### src/rtl/counter_pkg.sv
// Shared definitions for the cascaded digit counter.
// Holds the clock-style terminal constants, the direction encoding and the
// helper that extracts one digit field from a packed multi-digit vector.
package counter_pkg;

    // Widest packed vector and widest digit field the helper can handle.
    localparam int unsigned VEC_MAX_W   = 256;
    localparam int unsigned FIELD_MAX_W = 32;

    // BCD-style terminal values for a time-of-day display.
    localparam logic [7:0] MAXV_SEC_MIN = {4'd5, 4'd9};  // seconds / minutes: 59
    localparam logic [7:0] MAXV_HOURS   = {4'd2, 4'd3};  // hours: 23
    localparam logic [7:0] DEFAULT_MAXV = MAXV_SEC_MIN;

    // Counting direction as seen on the up_down input.
    typedef enum logic {
        DIR_DOWN = 1'b0,
        DIR_UP   = 1'b1
    } dir_e;

    // Return field idx (each w bits wide) of a packed vector.
    // Callers zero-extend their vector to VEC_MAX_W bits and truncate the result to w bits.
    function automatic logic [FIELD_MAX_W-1:0] digit_field(
        input logic [VEC_MAX_W-1:0] vec,
        input int unsigned          idx,
        input int unsigned          w
    );
        logic [VEC_MAX_W-1:0] shifted;
        logic [VEC_MAX_W-1:0] mask;
        shifted = vec >> (idx * w);
        mask    = (VEC_MAX_W'(1) << w) - VEC_MAX_W'(1);
        return FIELD_MAX_W'(shifted & mask);
    endfunction

endpackage

### src/rtl/mod_digit.sv
// One W-bit modulo up/down digit.
// It counts between 0 and MAXV_D inclusive and wraps at either end.
// A load is clamped to MAXV_D. The terminal output flags the wrap point
// for the current direction, so the chain can build its ripple-enable from it.
module mod_digit
    import counter_pkg::*;
#(
    parameter int unsigned W      = 4,
    parameter logic [W-1:0] MAXV_D = W'(9)
) (
    input  logic         clk,
    input  logic         reset,
    input  logic         step,
    input  logic         up_down,
    input  logic         load,
    input  logic [W-1:0] load_val,
    output logic [W-1:0] count,
    output logic         terminal
);

    logic [W-1:0] count_q;
    logic [W-1:0] count_d;

    // Terminal flag: at the top when counting up, at zero when counting down.
    always_comb begin
        if (dir_e'(up_down) == DIR_UP) begin
            terminal = (count_q == MAXV_D);
        end else begin
            terminal = (count_q == '0);
        end
    end

    // Next-value selection: load (clamped) beats step; otherwise hold.
    always_comb begin
        // NOTE: the default assignment first keeps every path assigned, so no latch is inferred.
        count_d = count_q;
        if (load) begin
            count_d = (load_val > MAXV_D) ? MAXV_D : load_val;
        end else if (step) begin
            if (dir_e'(up_down) == DIR_UP) begin
                count_d = (count_q == MAXV_D) ? '0 : count_q + W'(1);
            end else begin
                count_d = (count_q == '0) ? MAXV_D : count_q - W'(1);
            end
        end
    end

    // Digit register with synchronous reset.
    always_ff @(posedge clk) begin
        // NOTE: non-blocking assignments make every flop sample pre-edge values.
        if (reset) begin
            count_q <= '0;
        end else begin
            count_q <= count_d;
        end
    end

    assign count = count_q;

endmodule

### src/rtl/digit_chain_counter.sv
// Cascade of NDIG modulo up/down digits that all share one clock.
// Each digit steps when en is high and every lower digit sits at its terminal.
// All steps come from the same pre-edge values, so a full carry ripples in one cycle.
// carry_out is combinational so further chains can cascade off it.
// rollover is a registered pulse that follows a whole-chain wrap.
// Build option: define CNT_SATURATE_EN to make the chain hold at its terminal instead of
// wrapping. In that build rollover never pulses. The port list is identical in both builds.
module digit_chain_counter
    import counter_pkg::*;
#(
    parameter int unsigned          W    = 4,
    parameter int unsigned          NDIG = 2,
    parameter logic [NDIG*W-1:0]    MAXV = DEFAULT_MAXV
) (
    input  logic              clk,
    input  logic              reset,
    input  logic              en,
    input  logic              up_down,
    input  logic              load,
    input  logic [NDIG*W-1:0] load_val,
    output logic [NDIG*W-1:0] count,
    output logic              carry_out,
    output logic              rollover
);

    logic [NDIG-1:0] term;
    logic [NDIG-1:0] step;
    logic            all_term;
    logic            rollover_q;
    logic            rollover_d;

    // Whole-chain terminal detect; drives carry_out independently of load/reset.
    always_comb begin
        all_term  = &term;
        carry_out = en & all_term;
    end

    // Ripple enable: digit i steps when en is high and all lower digits are at terminal.
    always_comb begin : step_gen
        logic below_term;
        below_term = 1'b1;
        for (int i = 0; i < NDIG; i++) begin
`ifdef CNT_SATURATE_EN
            // Holding at terminal: suppress every step while the chain would wrap.
            step[i] = en & below_term & ~carry_out;
`else
            step[i] = en & below_term;
`endif
            below_term = below_term & term[i];
        end
    end

    // Rollover follows an edge on which the chain actually wrapped (load wins over wrap).
    always_comb begin
`ifdef CNT_SATURATE_EN
        rollover_d = 1'b0;
`else
        rollover_d = carry_out & ~load;
`endif
    end

    // Rollover pulse register with synchronous reset.
    always_ff @(posedge clk) begin
        if (reset) begin
            rollover_q <= 1'b0;
        end else begin
            rollover_q <= rollover_d;
        end
    end

    assign rollover = rollover_q;

    for (genvar i = 0; i < NDIG; i++) begin : g_digit
        localparam logic [W-1:0] DIGIT_MAXV =
            W'(digit_field(VEC_MAX_W'(MAXV), i, W));

        mod_digit #(
            .W      (W),
            .MAXV_D (DIGIT_MAXV)
        ) u_digit (
            .clk      (clk),
            .reset    (reset),
            .step     (step[i]),
            .up_down  (up_down),
            .load     (load),
            .load_val (load_val[i*W +: W]),
            .count    (count[i*W +: W]),
            .terminal (term[i])
        );
    end

endmodule

### config.mk
export PLATFORM = sky130hd
export DESIGN_NAME = digit_chain_counter
export DESIGN_NICKNAME = d
export VERILOG_FILES = /design/src/rtl/counter_pkg.sv /design/src/rtl/mod_digit.sv /design/src/rtl/digit_chain_counter.sv
export SDC_FILE = /design/constraint.sdc
export NUM_CORES = 1
export LEC_CHECK = 0
export CAP_MARGIN = 20
export CORE_AREA = 3 3 45 47
export DETAILED_ROUTE_END_ITERATION = 8
export DIE_AREA = 0 0 48 50
export MAX_ROUTING_LAYER = met4
export PLACE_DENSITY = 0.8
export SETUP_SLACK_MARGIN = 0.3
export SYNTH_ARGS = -nofsm -noshare
export SYNTH_HDL_FRONTEND = slang
export SYNTH_HIERARCHICAL = 1
export SYNTH_SLANG_ARGS = --single-unit
### constraint.sdc
create_clock -name clk -period 2.4 [get_ports clk]
set_input_delay 0.48 -clock clk [delete_from_list [all_inputs] [get_ports clk]]
set_output_delay 0.48 -clock clk [all_outputs]
set_load 0.005 [all_outputs]
==> metrics.yaml <==
placement:
  gp_congestion: 0.8673
  portBuffers: 22
  dp_slack_ns: -0.2895
  hpwl_mm: 1.312
sta:
  tightest_slew_ns: 0.4109
  grt_setup_unrepaired: "false"
  clock.fmax_mhz: 496.5
  timing.hold.ws_ns: 0.6818
  setup_viol: 0
  slew_violations: 0
  hold_violations: 0
  finalWorstSetupSlack_ns: 0.3859
  finalCriticalPeriod_ns: 2.014
  slew_headroom_pct: 71.90
  fin_skew_ns: 0.0007299
  tns_ns: 0
  finalCritPeriodShare_pct: 83.92
worst_setup_path:
  rr_worst_depth: 7
  timing.rr.end: "g_digit[1].u_digit/count[3]"
  cp-start-kind: "input port"
  required_ns: 1.92
  worst-endpoint-arrival_ns: 1.53
  critPathKind: "in2out"
  cp_max_fo: 4
  r2r_slack_ns: 0.62
  endpoint_kind: "output port"
  reg2reg_from: "g_digit[0].u_digit/count[3]"
floorplanning:
  die_h_um: 50
  row_count: 15
  initial_core_util_pct: 43.19
  pin_count: 23
  coreArea_um2: 1689
  die_x_um: 48
  design.die.area_um2: 2400
clocking:
  cts.htree.levels: 1
  insertion_delay_ns: 0.27
  cts.path.max_buffers: 2
  clkSinkCount: 9
  numCtsBuffers: 3
  clkTransAtPathRegs_ns: 0.07
  cts_tree: "done"
  post_cts_buffers: 0
  cts_root_buffer: "clkbuf_4"
  hold_buffers: 0
synth:
  yosys.area.top_type_share_pct: 24.70
  yosys.cell_types.count: 40
  synth_edf_count: 0
  ys_top_cells_by_area: "dfxtp_1 (25%), xnor2_1 (4.8%), xor2_1 (4.8%)"
  synthCells: 86
  synth_area_leader_cell: "dfxtp_1"
  synth.avg_cell_area_um2: 8.482
  synth_area_um2: 729.5
  yosys_most_used_dff: "dfxtp_1"
  yosysWarnings: 6
  syn_nets: 99
  synth.ff_latch_count: 9
  async_flop_share_pct: 0
  ys_seq_area_share_pct: 24.70
finish:
  area_delta_synth_final_pct: 38.76
  regArea_um2: 180.2
  num-fill-cells: 138
  final_layout_size_suffix_gt1_share_pct: 19.83
  multi_input_area_um2: 480.5
  n_antenna_cell: 0
  final_cell_mix: "clkdlybuf4s50_1 (20), dfxtp_1 (9), buf_4 (9), a21oi_1 (6), nor2_1 (6)"
  num-nets-final: 130
  final_common_cell: "clkdlybuf4s50_1"
pwr:
  switching_share_pct: 32.25
  pwr-share-clk_pct: 27.9
  p_int_uw: 306.5
  peakVddDrop_v: 0.0002010
  power_uw: 452.4
  sequentialPowerShare_pct: 37.8
  p_per_area_nw_per_um2: 446.9
  comb_power_share_pct: 34.3
  p_leak_nw: 0.3906
  switchingPower_uw: 145.9
hold_path:
  hold_depth: 3
  worstHoldStart: "g_digit[1].u_digit/count[2]"
  holdPathEnd: "g_digit[1].u_digit/count[3]"
  holdCritPathClass: "reg2reg"
route:
  vias: 756
  drc: 0
  drt_first_pass_iters: 4
  drt_iter0_drc: 26
  wl_per_cell_um: 13.83
  viasPerCell: 5.684
  routed_wl_mm: 1.839
  detail-route-antenna-nets: 0
global_routing:
  grt_util_met1_pct: 22.32
  grt.total_usage_pct: 17.54
  grt_max_degree: 13
  antenna_found_initial: 0
  grt_overflow: 0
  grt_pass1_wl_mm: 3.001
  met3_usage_pct: 2.190
  grt_pass1_vias: 713
  met2_usage_pct: 25.77
  top_usage_layer: "met2"
flow_run:
  drv_cap: 0
run_status:
  run_status: "finished clean"
-- logic make-up after synthesis --
group | share of synthesized area (%)
simple gates | 28.30
xor+xnor | 9.605
mux | 1.372
buf+inv | 10.12
flops | 24.70
compound gates | 25.90
-- synthesized netlist by cell type (2+ instances only) --
cell type and instances:
o21ai_0 3, buf_6 3, nand2b_1 2, nand3_1 2, xnor2_1 4, or3_1 2
nor3_1 4, inv_1 5, a211oi_1 4, o211ai_1 2, nor2_1 6, nand2_1 4
dfxtp_1 9, a21oi_1 6, and3_1 2, xor2_1 4
-- what timing repair did --
action / in CTS / in global routing
gates resized for setup: 8 / 0
endpoints found under the hold margin: 0 / 0
setup endpoints to repair: 4 / 0
-- area by class of cell --
type	instances	share of cell area (%)
timing repair buffer	31	28.06
tap	17	2.101
multi-input combinational	67	47.47
inverter	5	1.854
clock buffer	3	2.225
clock inverter	1	0.4944
sequential	9	17.80
-- layer usage --
layer | wire [um] | up-vias
met5 | 0 | -
met4 | 26 | 0
met3 | 83 | 4
met2 | 865 | 28
met1 | 863 | 347
li1 | - | 377
-- power groups by stage --
stage	Sequential (mW)	Clock, mW	Combinational, mW
finish	0.171	0.126	0.155
global route	0.172	0.132	0.169
CTS	0.171	0.128	0.155
detailed placement	0.174	0	0.152
global placement	0.174	0	0.150
floorplan	0.173	0	0.0875
-- worst max path at each step --
stage,startpoint,end,slack (ns)
6_report,up_down,carry_out,0.39
2_1_floorplan,g_digit[0].u_digit/count[3],g_digit[1].u_digit/count[3],0.48
3_3_place_gp,up_down,carry_out,-0.28
3_5_place_dp,up_down,carry_out,-0.29
4_1_cts,up_down,carry_out,0.38
5_1_grt,up_down,carry_out,0.30
-- registers in the layout, summed over array words and instances, names as in the netlist --
| name | count |
|---|---|
| g_digit.u_digit/count | 8 |
| rollover | 1 |
-- worst max-delay path, stage by stage --
cell and delay (ns):
clkdlybuf4s15_2 0.21, or3_1 0.36, a211oi_2 0.20, and3_1 0.18, buf_2 0.11
-- stage by stage --
step	utilization, %	std cells	area, um2
after global routing	59.93	133	1012
after CTS	59.93	133	1012
final	59.93	133	1012
after global placement	58.22	129	983.4
after detailed placement	58.22	129	983.4
after floorplan	-	86	729.5
Note: power is estimated with default switching activity, not from simulation.
